`src/rtl/pc_sequencer_if.sv`:
```
// Request/status bundle between an instruction-fetch controller and pc_sequencer.
// The master drives the control requests; the slave (the sequencer) returns PC and status.
interface pc_sequencer_if #(
  parameter int ADDR_W = 16,
  parameter int OFF_W  = 9
);
  logic              stall;
  logic              branch;
  logic [2:0]        cond;
  logic              Z;
  logic              N;
  logic              V;
  logic [OFF_W-1:0]  offset;
  logic              jr;
  logic              call;
  logic              ret;
  logic [ADDR_W-1:0] tgt;
  logic              halt;
  logic [ADDR_W-1:0] PC;
  logic              taken;
  logic              halted;
  logic              ras_full;
  logic              ras_empty;
  logic              ras_err;

  modport master (
    output stall, branch, cond, Z, N, V, offset, jr, call, ret, tgt, halt,
    input  PC, taken, halted, ras_full, ras_empty, ras_err
  );

  modport slave (
    input  stall, branch, cond, Z, N, V, offset, jr, call, ret, tgt, halt,
    output PC, taken, halted, ras_full, ras_empty, ras_err
  );
endinterface

```
`src/rtl/pc_sequencer.sv`:
```
// Program-counter sequencer: sequential fetch, conditional PC-relative branches,
// register jumps, call/return through a small return-address stack, and a sticky halt.
module pc_sequencer #(
  parameter int ADDR_W    = 16,
  parameter int OFF_W     = 9,
  parameter int STEP      = 2,
  parameter int RESET_VEC = 0,
  parameter int RAS_DEPTH = 4
) (
  input  logic               clk,
  input  logic               rst,
  pc_sequencer_if.slave      bus
);
  localparam int PTR_W = $clog2(RAS_DEPTH);
  localparam int CNT_W = PTR_W + 1;

  typedef enum logic {RUN, HALTED} state_t;

  state_t              state_q, state_d;
  logic [ADDR_W-1:0]   pc_q, pc_d;
  logic [CNT_W-1:0]    count_q, count_d;
  logic                taken_q, taken_d;
  logic                err_q, err_d;
  logic                push_en;
  logic [ADDR_W-1:0]   ras_q [RAS_DEPTH];

  logic [ADDR_W-1:0]   seq_pc;
  logic [ADDR_W-1:0]   br_pc;
  logic [ADDR_W-1:0]   off_ext;
  logic [ADDR_W-1:0]   top_pc;
  logic                cond_true;
  logic                stack_empty;
  logic                stack_full;

  assign stack_empty = (count_q == '0);
  assign stack_full  = (count_q == CNT_W'(RAS_DEPTH));

  // Offset counts instruction words; shift by one to get a byte displacement.
  assign off_ext = {{(ADDR_W-OFF_W){bus.offset[OFF_W-1]}}, bus.offset};
  assign seq_pc  = pc_q + ADDR_W'(STEP);
  assign br_pc   = seq_pc + (off_ext << 1);
  assign top_pc  = ras_q[PTR_W'(count_q - CNT_W'(1))];

  always_comb begin
    cond_true = 1'b0;
    case (bus.cond)
      3'b000: cond_true = ~bus.Z;
      3'b001: cond_true = bus.Z;
      3'b010: cond_true = ~bus.Z & ~bus.N;
      3'b011: cond_true = bus.N;
      3'b100: cond_true = bus.Z | ~bus.N;
      3'b101: cond_true = bus.N | bus.Z;
      3'b110: cond_true = bus.V;
      default: cond_true = 1'b1;
    endcase
  end

  always_comb begin
    state_d = state_q;
    pc_d    = pc_q;
    count_d = count_q;
    taken_d = 1'b0;
    err_d   = 1'b0;
    push_en = 1'b0;
    if (state_q == HALTED || bus.stall) begin
      // hold everything; taken/err fall back to 0
    end else if (bus.halt) begin
      state_d = HALTED;
    end else if (bus.ret) begin
      if (!stack_empty) begin
        pc_d    = top_pc;
        count_d = count_q - CNT_W'(1);
        taken_d = 1'b1;
      end else begin
        pc_d  = seq_pc;
        err_d = 1'b1;
      end
    end else if (bus.call) begin
      pc_d    = bus.tgt;
      taken_d = 1'b1;
      if (!stack_full) begin
        push_en = 1'b1;
        count_d = count_q + CNT_W'(1);
      end else begin
        err_d = 1'b1;
      end
    end else if (bus.jr) begin
      pc_d    = bus.tgt;
      taken_d = 1'b1;
    end else if (bus.branch && cond_true) begin
      pc_d    = br_pc;
      taken_d = 1'b1;
    end else begin
      pc_d = seq_pc;
    end
  end

  always_ff @(posedge clk) begin
    if (rst) begin
      state_q <= RUN;
      pc_q    <= ADDR_W'(RESET_VEC);
      count_q <= '0;
      taken_q <= 1'b0;
      err_q   <= 1'b0;
    end else begin
      state_q <= state_d;
      pc_q    <= pc_d;
      count_q <= count_d;
      taken_q <= taken_d;
      err_q   <= err_d;
      if (push_en) begin
        ras_q[PTR_W'(count_q)] <= seq_pc;
      end
    end
  end

  assign bus.PC        = pc_q;
  assign bus.taken     = taken_q;
  assign bus.halted    = (state_q == HALTED);
  assign bus.ras_full  = stack_full;
  assign bus.ras_empty = stack_empty;
  assign bus.ras_err   = err_q;
endmodule

```
`src/flat_wrapper.sv`:
```
// flat-port wrapper written by rule: the top's interface ports become plain ports
module pc_sequencer_flat 
#(
  parameter int ADDR_W    = 16,
  parameter int OFF_W     = 9,
  parameter int STEP      = 2,
  parameter int RESET_VEC = 0,
  parameter int RAS_DEPTH = 4
)
  (clk, rst, bus_stall, bus_branch, bus_cond, bus_Z, bus_N, bus_V, bus_offset, bus_jr, bus_call, bus_ret, bus_tgt, bus_halt, bus_PC, bus_taken, bus_halted, bus_ras_full, bus_ras_empty, bus_ras_err);
  pc_sequencer_if #(.ADDR_W(ADDR_W), .OFF_W(OFF_W)) bus_i ();
  input  logic clk;
  input  logic rst;
  input wire logic [$bits(bus_i.stall)-1:0] bus_stall;
  input wire logic [$bits(bus_i.branch)-1:0] bus_branch;
  input wire logic [$bits(bus_i.cond)-1:0] bus_cond;
  input wire logic [$bits(bus_i.Z)-1:0] bus_Z;
  input wire logic [$bits(bus_i.N)-1:0] bus_N;
  input wire logic [$bits(bus_i.V)-1:0] bus_V;
  input wire logic [$bits(bus_i.offset)-1:0] bus_offset;
  input wire logic [$bits(bus_i.jr)-1:0] bus_jr;
  input wire logic [$bits(bus_i.call)-1:0] bus_call;
  input wire logic [$bits(bus_i.ret)-1:0] bus_ret;
  input wire logic [$bits(bus_i.tgt)-1:0] bus_tgt;
  input wire logic [$bits(bus_i.halt)-1:0] bus_halt;
  output wire logic [$bits(bus_i.PC)-1:0] bus_PC;
  output wire logic [$bits(bus_i.taken)-1:0] bus_taken;
  output wire logic [$bits(bus_i.halted)-1:0] bus_halted;
  output wire logic [$bits(bus_i.ras_full)-1:0] bus_ras_full;
  output wire logic [$bits(bus_i.ras_empty)-1:0] bus_ras_empty;
  output wire logic [$bits(bus_i.ras_err)-1:0] bus_ras_err;
  assign bus_i.stall = bus_stall;
  assign bus_i.branch = bus_branch;
  assign bus_i.cond = bus_cond;
  assign bus_i.Z = bus_Z;
  assign bus_i.N = bus_N;
  assign bus_i.V = bus_V;
  assign bus_i.offset = bus_offset;
  assign bus_i.jr = bus_jr;
  assign bus_i.call = bus_call;
  assign bus_i.ret = bus_ret;
  assign bus_i.tgt = bus_tgt;
  assign bus_i.halt = bus_halt;
  assign bus_PC = bus_i.PC;
  assign bus_taken = bus_i.taken;
  assign bus_halted = bus_i.halted;
  assign bus_ras_full = bus_i.ras_full;
  assign bus_ras_empty = bus_i.ras_empty;
  assign bus_ras_err = bus_i.ras_err;
  pc_sequencer #(.ADDR_W(ADDR_W), .OFF_W(OFF_W), .STEP(STEP), .RESET_VEC(RESET_VEC), .RAS_DEPTH(RAS_DEPTH)) u_core (.clk(clk), .rst(rst), .bus(bus_i));
endmodule
```
`config.mk`:
```
export PLATFORM = sky130hd
export DESIGN_NAME = pc_sequencer_flat
export DESIGN_NICKNAME = d
export VERILOG_FILES = /design/src/rtl/pc_sequencer_if.sv /design/src/rtl/pc_sequencer.sv /design/src/flat_wrapper.sv
export SDC_FILE = /design/constraint.sdc
export NUM_CORES = 1
export LEC_CHECK = 0
export CORE_UTILIZATION = 56
export CTS_CLUSTER_DIAMETER = 150
export DETAILED_ROUTE_END_ITERATION = 8
export PLACE_DENSITY_LB_ADDON = 0.12
export SLEW_MARGIN = 20
export SYNTH_ARGS = -nofsm -noshare
export SYNTH_HDL_FRONTEND = slang
export SYNTH_SLANG_ARGS = --single-unit
export TNS_END_PERCENT = 10
```
`constraint.sdc`:
```
create_clock -name clk -period 4.03 [get_ports clk]
set_input_delay 0.806 -clock clk [delete_from_list [all_inputs] [get_ports clk]]
set_output_delay 0.806 -clock clk [all_outputs]
set_load 0.01 [all_outputs]
```
==> flow_metrics.env, run 1 <==
export IMPL_run_status="complete, no violations"
export IMPL_start_util_pct=59.0
export IMPL_min_delay_worst_endpoint="u_core.count_q[2]"
export IMPL_yosysUniqueCellTypes=64
export IMPL_clockBufferDepth=2
export IMPL_ios=60
export IMPL_grt_pass1_vias=3771
export IMPL_path_cells="ha_1, and3_1, nand3_1, xnor2_1, buf_4, ha_1, a21oi_1, o21ai_1, or4b_1, o21ai_1, xnor2_1, a21oi_1, nor4_1"
export IMPL_p_seq_share_pct=46.9
export IMPL_cts_max_level=3
export IMPL_p_comb_share_pct=17.9
export IMPL_start_kind="register"
export IMPL_cts_root_buf="clkbuf_8"
export IMPL_powerDensity_mw_per_mm2=355
export IMPL_avgSynthCellArea_um2=11.4
export IMPL_worstPathArrival_ns=3.65
export IMPL_postLayoutCellArea_mm2=0.00592
export IMPL_place_area_mm2=0.00568
export IMPL_fmax_mhz=296
export IMPL_drive_above_1_share_pct=11.9
export IMPL_die_area_mm2=0.00917
export IMPL_ir_drop_mv=0.156
export IMPL_synth_ff_type="edfxtp_1"
export IMPL_setup_violations=0
export IMPL_rsz0062_at_grt="false"
export IMPL_diodes=0
export IMPL_clkSlewWorstSetupHoldPaths_ns=0.09
export IMPL_die_y_um=95.7
export IMPL_syn_area_mm2=0.00492
export IMPL_final_common_cell="edfxtp_1"
export IMPL_async_reset_ff_share_pct=0
export IMPL_dr_pass1_iters=4
export IMPL_min_path_cells=2
export IMPL_port_buffers=59
export IMPL_hold_start="u_core.count_q[2]"
export IMPL_worstSkewPairLatency_ns=0.36
export IMPL_grt_pass1_wl_mm=20.5
export IMPL_grt_max_degree=22
export IMPL_fin_tns_setup_ns=0
export IMPL_syn2layout_area_growth_pct=20.3
export IMPL_fin_nets=565
export IMPL_reg2reg_from="u_core.bus.PC[1]"
export IMPL_timing_max_cap_violations=0
export IMPL_syn_nets=497
export IMPL_synth_edf_count=64
export IMPL_antenna_left=0
export IMPL_via_per_inst=6.37
export IMPL_antenna_found_initial=0
export IMPL_p_leak_nw=2.16
export IMPL_synth_seq_cells=86
export IMPL_die_width_um=95.7
export IMPL_critPathMaxFanout=7
export IMPL_core_mm2=0.00834
export IMPL_cell_internal_pwr_mw=1.55
export IMPL_clock_sinks=86
export IMPL_timing_rr_end="u_core.bus.PC[14]"
export IMPL_drt_wl_total_mm=13.2
export IMPL_hp_class="reg -> reg"
export IMPL_ys_warn_count=0
export IMPL_grt_overflow=0
export IMPL_finClkSkew_ns=0.00986
export IMPL_via_count=3890
export IMPL_maxSlewViolCount=0
export IMPL_slew_headroom_pct=45.6
export IMPL_routabilityCongestion=0.844
export IMPL_slowest_stage="or4b_1"
export IMPL_cts_setup_buffers=0
export IMPL_cp_startpoint="u_core.bus.PC[1]"
export IMPL_switching_share_pct=26.2
export IMPL_worst_pin_slew_ns=0.816
export IMPL_hpwl_mm=9.45
export IMPL_period_share_pct=83.7
export IMPL_row_count=33
export IMPL_cts_buffers=9
export IMPL_critical_path_max_stage_delay_ns=0.52
export IMPL_r2r_cells=13
export IMPL_crit_type="reg -> reg"
export IMPL_hold_buffers=0
export IMPL_globalRouteTotalUtil_pct=31.4
export IMPL_ff2ff_setup_slack_ns=0.65
export IMPL_cp_required_ns=4.31
export IMPL_wl_per_cell_um=21.6
export IMPL_finalHoldViolations=0
export IMPL_final_cell_mix="edfxtp_1, clkdlybuf4s50_1, nor2_1"
export IMPL_period_minus_slack_ns=3.38
export IMPL_syn_instance_count=433
export IMPL_clock_power_share_pct=35.2
export IMPL_ys_seq_area_share_pct=48.0
export IMPL_first_iter_violations=366
export IMPL_p_sw_mw=0.551
export IMPL_whs_ns=0.537
export IMPL_drc_errors=0
export IMPL_cp_end_kind="register"
export IMPL_tritoncts="built"
export IMPL_cts_resized=0
[worst max path at each step]
| stage | to | slack (ns) |
|---|---|---|
| 5_1_grt | u_core.bus.PC[14] | 0.44 |
| 6_report | u_core.bus.PC[14] | 0.65 |
| 2_1_floorplan | u_core.bus.PC[14] | 0.88 |
| 3_3_place_gp | u_core.bus.PC[13] | 0.67 |
| 3_5_place_dp | u_core.bus.PC[13] | 0.63 |
| 4_1_cts | u_core.bus.PC[14] | 0.63 |
[through the flow]
stage               setup WS [ns]  std cells  total power [mW]  utilization, %
floorplan                   0.884        433              1.23               -
global placement            0.666        595              1.37            68.0
detailed placement          0.633        595              1.38            68.0
CTS                         0.630        611              2.09            71.0
global route                0.441        611              2.17            71.0
finish                      0.655        611              2.10            71.0
[logic make-up after synthesis]
group | count (synthesis) | share of synthesized area, %
AND/OR/NAND/NOR | 142 | 15.2
AO/OA/AOI/OAI | 94 | 12.8
flip-flops | 86 | 48.0
buffers and inverters | 33 | 3.10
multiplexers | 28 | 9.81
XOR/XNOR | 25 | 4.60
adder cells (fa/ha/maj) | 25 | 6.51
[cell type report]
| cell class | count | area (um^2) |
|---|---|---|
| Sequential cell | 86 | 2360 |
| Tap cell | 105 | 131 |
| Multi-Input combinational cell | 314 | 2410 |
| Clock buffer | 9 | 124 |
| Timing Repair Buffer | 76 | 718 |
| Clock inverter | 7 | 123 |
| Inverter | 14 | 52.6 |
| Fill cell | 625 | 2420 |
[synthesized netlist by cell type, types with 3 or more instances]
| master | n | share of area, % |
|---|---|---|
| a21o_1 | 3 | 0.46 |
| nor4_1 | 3 | 0.38 |
| nor2b_1 | 3 | 0.38 |
| mux2i_1 | 10 | 2.0 |
| edfxtp_1 | 64 | 39 |
| a31oi_1 | 6 | 0.76 |
| buf_4 | 3 | 0.46 |
| inv_1 | 13 | 0.99 |
| o21a_1 | 3 | 0.46 |
| nand2b_1 | 8 | 1.0 |
| xor2_1 | 10 | 1.8 |
| nand3_1 | 15 | 1.5 |
| nand2_1 | 24 | 1.8 |
| xnor2_1 | 14 | 2.5 |
| o21ai_1 | 9 | 0.92 |
| a211oi_1 | 9 | 1.4 |
| nor2_1 | 43 | 3.3 |
| nor3_1 | 13 | 1.3 |
| mux4_2 | 16 | 7.3 |
| o21ai_0 | 9 | 0.92 |
| ha_1 | 24 | 6.1 |
| and3_1 | 4 | 0.51 |
| o32ai_1 | 3 | 0.53 |
| a221oi_1 | 3 | 0.53 |
| and2_1 | 8 | 1.0 |
| o211ai_1 | 3 | 0.46 |
| a21oi_1 | 28 | 2.8 |
| clkbuf_1 | 11 | 0.84 |
| nand4_1 | 5 | 0.64 |
| dfxtp_1 | 22 | 8.9 |
[state kept, by name (all words and copies together) (netlist names)]
name and count:
u_core.count_q 3, u_core.bus.PC 16, u_core.ras_q 64, u_core.bus.taken 1, u_core.bus.halted 1, u_core.bus.ras_err 1
[per-layer routing]
layer | global-route usage [%] | wire length [um] | vias to the layer above | share of wire (%)
met1 | 44.4 | 5610 | 1871 | 42
met4 | 11.4 | 284 | 0 | 2.2
li1 | - | - | 1788 | -
met5 | 0 | 0 | - | 0
met2 | 47.8 | 6080 | 206 | 46
met3 | 6.95 | 1230 | 25 | 9.3
[worst max-delay path: cells and delay by family, from the launching register on]
family	cells	cell delay, ns
simple gates	4	1.11
compound gates	4	0.66
fa+ha+maj	2	0.61
flops	1	0.47
xor+xnor	2	0.28
buf+inv	1	0.17
[power by group through the flow]
stage	Clock (mW)	Combinational, mW	Sequential, mW
CTS	0.735	0.373	0.986
detailed placement	0	0.370	1.01
finish	0.740	0.376	0.986
floorplan	0	0.225	1.01
global route	0.772	0.407	0.988
global placement	0	0.363	1.01
Power figures use the tool's default switching activity.
==> run 2: changes to the inputs <==
- clock period: 4.03 -> 3.3 ns (I/O delays scaled with it)
==> flow_metrics.env, run 2 (synthesis results as in run 1) <==
export IMPL_routabilityCongestion=0.976
export IMPL_largest_reg_flops=64
export IMPL_cell_internal_pwr_mw=1.84
export IMPL_cts_setup_buffers=0
export IMPL_via_count=3935
export IMPL_drc_errors=0
export IMPL_gr_usage_met1_pct=40.2
export IMPL_final_common_cell="edfxtp_1"
export IMPL_seqCellArea_mm2=0.00236
export IMPL_cp_required_ns=3.58
export IMPL_cts_root_buf="clkbuf_8"
export IMPL_die_width_um=95.7
export IMPL_ff2ff_setup_slack_ns=0.19
export IMPL_cts_max_level=3
export IMPL_hold_start="u_core.count_q[2]"
export IMPL_path_cells="ha_1, and3_1, nand3_1, xnor2_2, ha_1, a21oi_1, o21ai_1, or4b_1, o21ai_1, xnor2_1, a21oi_1, nor4_1"
export IMPL_p_seq_share_pct=47.7
export IMPL_diodes=0
export IMPL_dr_pass1_iters=5
export IMPL_reg2reg_from="u_core.bus.PC[2]"
export IMPL_hp_class="reg -> reg"
export IMPL_finalHoldViolations=0
export IMPL_post_place_ws_ns=-0.0162
export IMPL_fmax_mhz=321
export IMPL_worstPathArrival_ns=3.39
export IMPL_die_y_um=95.7
export IMPL_worstSkewPairLatency_ns=0.36
export IMPL_clock_power_share_pct=33.7
export IMPL_rsz0062_at_grt="false"
export IMPL_clockBufferDepth=2
export IMPL_powerDensity_mw_per_mm2=416
export IMPL_tritoncts="built"
export IMPL_row_count=33
export IMPL_grt_pass1_wl_mm=19.5
export IMPL_fin_nets=578
export IMPL_via_per_inst=6.31
export IMPL_critPathMaxFanout=6
export IMPL_port_buffers=59
export IMPL_timing_rr_end="u_core.bus.PC[14]"
export IMPL_maxSlewViolCount=0
export IMPL_globalRouteTotalUtil_pct=29.4
export IMPL_hpwl_mm=9.26
export IMPL_stdcell_count=624
export IMPL_cp_end_kind="register"
export IMPL_p_leak_nw=2.26
export IMPL_slowest_stage="or4b_1"
export IMPL_grt_util_met2_pct=47.7
export IMPL_cp_top_family="simple AND/OR/NAND/NOR gates"
export IMPL_busiest_layer="met2"
export IMPL_ios=60
export IMPL_worst_pin_slew_ns=0.467
export IMPL_drive_above_1_share_pct=14.3
export IMPL_switching_share_pct=27.2
export IMPL_grt_overflow=0
export IMPL_dp_cells=608
export IMPL_multi_input_area_mm2=0.00242
export IMPL_antenna_found_initial=0
export IMPL_r2r_cells=12
export IMPL_die_area_mm2=0.00917
export IMPL_grt_max_degree=27
export IMPL_whs_ns=0.536
export IMPL_drt_wl_total_mm=12.8
export IMPL_setup_violations=0
export IMPL_p_comb_share_pct=18.6
export IMPL_cts_buffers=9
export IMPL_crit_type="reg -> reg"
export IMPL_min_delay_worst_endpoint="u_core.count_q[2]"
export IMPL_clkSlewWorstSetupHoldPaths_ns=0.10
export IMPL_syn2layout_area_growth_pct=23.4
export IMPL_grt_util_met3_pct=5.37
export IMPL_wl_per_cell_um=20.5
export IMPL_run_status="complete, no violations"
export IMPL_antenna_left=0
export IMPL_start_util_pct=59.0
export IMPL_clock_sinks=86
export IMPL_start_kind="register"
export IMPL_ir_drop_mv=0.411
export IMPL_timing_max_cap_violations=0
export IMPL_p_sw_mw=0.686
export IMPL_period_minus_slack_ns=3.11
export IMPL_finClkSkew_ns=0.0129
export IMPL_top_register="u_core.ras_q"
export IMPL_period_share_pct=94.3
export IMPL_min_path_cells=2
export IMPL_fill_cells=596
export IMPL_layout_setup_ws_ns=0.187
export IMPL_grt_pass1_vias=3731
export IMPL_worst_path_buf_inv=0
export IMPL_final_cell_mix="edfxtp_1, clkdlybuf4s50_1, nor2_1"
export IMPL_critical_path_max_stage_delay_ns=0.51
export IMPL_first_iter_violations=299
export IMPL_post_route_util_pct=72.8
export IMPL_core_mm2=0.00834
export IMPL_slew_headroom_pct=68.8
run 2: cell type report:
type                            count  area share, %
Clock buffer                        9           2.04
Sequential cell                    86           38.9
Multi-Input combinational cell    314           39.8
Clock inverter                      7           1.73
Timing Repair Buffer               89           14.5
Inverter                           14          0.865
Tap cell                          105           2.16
run 2: worst max-delay path by stage:
stage                      from                 to  slack, ns  cells past startpoint
2_1_floorplan  u_core.bus.PC[1]  u_core.bus.PC[14]       0.15                     13
3_3_place_gp      bus_offset[0]  u_core.bus.PC[13]       0.11                     11
3_5_place_dp      bus_offset[0]  u_core.bus.PC[13]      -0.02                     11
4_1_cts        u_core.bus.PC[2]  u_core.bus.PC[14]       0.21                     12
5_1_grt        u_core.bus.PC[2]  u_core.bus.PC[14]      0.003                     12
6_report       u_core.bus.PC[2]  u_core.bus.PC[14]       0.19                     12
run 2: power groups by stage:
stage,sequential (mW),combinational (mW),clock (mW)
after floorplan,1.23,0.275,0
after global placement,1.23,0.454,0
after detailed placement,1.23,0.461,0
after CTS,1.20,0.465,0.858
after global routing,1.21,0.508,0.891
final,1.20,0.469,0.852
run 2: repair_timing:
item | in CTS | in global routing
setup endpoints to repair | 0 | 1
hold buffers | 0 | 0
resized for setup | 0 | 1
run 2: routing by layer:
layer  up-vias  share of wire (%)  wire [um]
met5         -                  0          0
met4         0                2.5        319
met3        34                8.2       1050
met2       200                 47       6020
met1      1886                 42       5390
li1       1815                  -          -
run 2: through the flow:
| stage | total power, mW | TNS, ns | cell area [um^2] |
|---|---|---|---|
| 2_1_floorplan | 1.50 | 0 | 4920 |
| 3_3_place_gp | 1.68 | 0 | 5840 |
| 3_5_place_dp | 1.69 | -0.0162 | 5840 |
| 4_1_cts | 2.53 | 0 | 6060 |
| 5_1_grt | 2.61 | 0 | 6070 |
| 6_report | 2.53 | 0 | 6070 |
run 2: worst reg2reg max path, stage by stage, from the launching register on:
cell and delay (ns):
dfxtp_1 0.43, ha_1 0.24, and3_1 0.20, nand3_1 0.13, xnor2_2 0.18, ha_1 0.38
a21oi_1 0.25, o21ai_1 0.16, or4b_1 0.51, o21ai_1 0.18, xnor2_1 0.14, a21oi_1 0.08
nor4_1 0.15
==> run 3: changes to the inputs <==
- RECOVER_POWER: default -> 50
==> flow_metrics.env, run 3 (synthesis results as in run 1) <==
export IMPL_run_status="complete, no violations"
export IMPL_cts_root_buf="clkbuf_8"
export IMPL_start_util_pct=59.0
export IMPL_crit_type="reg -> reg"
export IMPL_largest_reg_flops=64
export IMPL_critPathMaxFanout=6
export IMPL_fmax_mhz=321
export IMPL_reg2reg_from="u_core.bus.PC[2]"
export IMPL_met2_length_mm=6.09
export IMPL_critical_path_max_stage_delay_ns=0.51
export IMPL_wl_met1_mm=5.28
export IMPL_slew_headroom_pct=27.5
export IMPL_period_minus_slack_ns=3.12
export IMPL_final_cell_mix="edfxtp_1, clkdlybuf4s50_1, nor2_1"
export IMPL_timing_max_cap_violations=0
export IMPL_p_leak_nw=2.26
export IMPL_dr_pass1_iters=5
export IMPL_antenna_found_initial=0
export IMPL_top_register="u_core.ras_q"
export IMPL_globalRouteTotalUtil_pct=29.4
export IMPL_cts_setup_buffers=0
export IMPL_first_iter_violations=283
export IMPL_grt_overflow=0
export IMPL_die_area_mm2=0.00917
export IMPL_die_width_um=95.7
export IMPL_worstSkewPairLatency_ns=0.36
export IMPL_layout_setup_ws_ns=0.180
export IMPL_via_per_inst=6.23
export IMPL_start_kind="register"
export IMPL_worst_path_buf_inv=0
export IMPL_powerDensity_mw_per_mm2=416
export IMPL_grt_pass1_vias=3731
export IMPL_fin_nets=578
export IMPL_clock_sinks=86
export IMPL_path_cells="ha_1, and3_1, nand3_1, xnor2_2, ha_1, a21oi_1, o21ai_1, or4b_1, o21ai_1, xnor2_1, a21oi_1, nor4_1"
export IMPL_setup_violations=0
export IMPL_hold_start="u_core.bus.PC[0]"
export IMPL_drt_wl_total_mm=12.7
export IMPL_ir_drop_mv=0.410
export IMPL_drc_errors=0
export IMPL_finalHoldViolations=0
export IMPL_cts_max_level=3
export IMPL_ff2ff_setup_slack_ns=0.18
export IMPL_cp_end_kind="register"
export IMPL_post_place_ws_ns=-0.0162
export IMPL_clockBufferDepth=2
export IMPL_diodes=0
export IMPL_final_common_cell="edfxtp_1"
export IMPL_stdcell_count=624
export IMPL_post_route_util_pct=72.4
export IMPL_r2r_cells=12
export IMPL_period_share_pct=94.5
export IMPL_antenna_left=0
export IMPL_row_count=33
export IMPL_hpwl_mm=9.26
export IMPL_hp_class="reg -> reg"
export IMPL_hold_buffers=0
export IMPL_finClkSkew_ns=0.0135
export IMPL_min_path_cells=0
export IMPL_wl_per_cell_um=20.4
export IMPL_route_met3_wl_mm=1.08
export IMPL_timing_rr_end="u_core.bus.PC[14]"
export IMPL_cts_buffers=9
export IMPL_syn2layout_area_growth_pct=22.8
export IMPL_ios=60
export IMPL_dp_cells=608
export IMPL_drive_above_1_share_pct=12.7
export IMPL_tritoncts="built"
export IMPL_dr_max_layer_used="met4"
export IMPL_clkSlewWorstSetupHoldPaths_ns=0.10
export IMPL_die_y_um=95.7
export IMPL_cts_resized=0
export IMPL_slowest_stage="or4b_1"
export IMPL_core_mm2=0.00834
export IMPL_worst_pin_slew_ns=1.09
export IMPL_grt_pass1_wl_mm=19.5
export IMPL_min_delay_worst_endpoint="u_core.ras_q[3][0]"
export IMPL_worstPathArrival_ns=3.39
export IMPL_via_count=3888
export IMPL_grt_max_degree=27
export IMPL_cp_required_ns=3.57
export IMPL_cp_top_family="simple AND/OR/NAND/NOR gates"
export IMPL_port_buffers=59
export IMPL_routabilityCongestion=0.976
export IMPL_rsz0062_at_grt="false"
export IMPL_maxSlewViolCount=0
run 3: worst max-delay path by stage:
stage / startpoint / slack (ns) / cells past startpoint / endpoint
2_1_floorplan: u_core.bus.PC[1] / 0.15 / 13 / u_core.bus.PC[14]
3_3_place_gp: bus_offset[0] / 0.11 / 11 / u_core.bus.PC[13]
3_5_place_dp: bus_offset[0] / -0.02 / 11 / u_core.bus.PC[13]
4_1_cts: u_core.bus.PC[2] / 0.21 / 12 / u_core.bus.PC[14]
5_1_grt: u_core.bus.PC[2] / 0.007 / 12 / u_core.bus.PC[14]
6_report: u_core.bus.PC[2] / 0.18 / 12 / u_core.bus.PC[14]
run 3: worst reg2reg max path, stage by stage, from the launching register on:
cell     delay (ns)
dfxtp_1        0.42
ha_1           0.23
and3_1         0.21
nand3_1        0.13
xnor2_2        0.18
ha_1           0.38
a21oi_1        0.25
o21ai_1        0.16
or4b_1         0.51
o21ai_1        0.18
xnor2_1        0.14
a21oi_1        0.08
nor4_1         0.15
run 3: power by group:
group          leakage [nW]  switching, mW  total, mW  internal [mW]
registers             0.764         0.0242       1.20           1.18
logic                  1.38          0.248      0.461          0.213
clock network         0.118          0.408      0.848          0.440
total                  2.26          0.680       2.51           1.83
run 3: per-stage QoR:
step	cell area, um^2	power, mW	hold WS, ns	TNS [ns]
detailed placement	5840	1.69	0.519	-0.0162
CTS	6060	2.53	0.532	0
global placement	5840	1.68	0.489	0
floorplan	4920	1.50	0.471	0
global route	6040	2.60	0.546	0
finish	6040	2.51	0.534	0
run 3: final cells by class:
type,count,area [um^2]
inverter,14,52.6
fill,600,2300
sequential,86,2360
tap,105,131
multi-input combinational,314,2420
clock buffer,9,124
timing repair buffer,89,848
clock inverter,7,105
run 3: routing by layer:
metal	vias to the layer above	global-route usage [%]
met5	-	0
met4	0	9.45
met3	28	5.37
met2	183	47.7
met1	1862	40.2
li1	1815	-
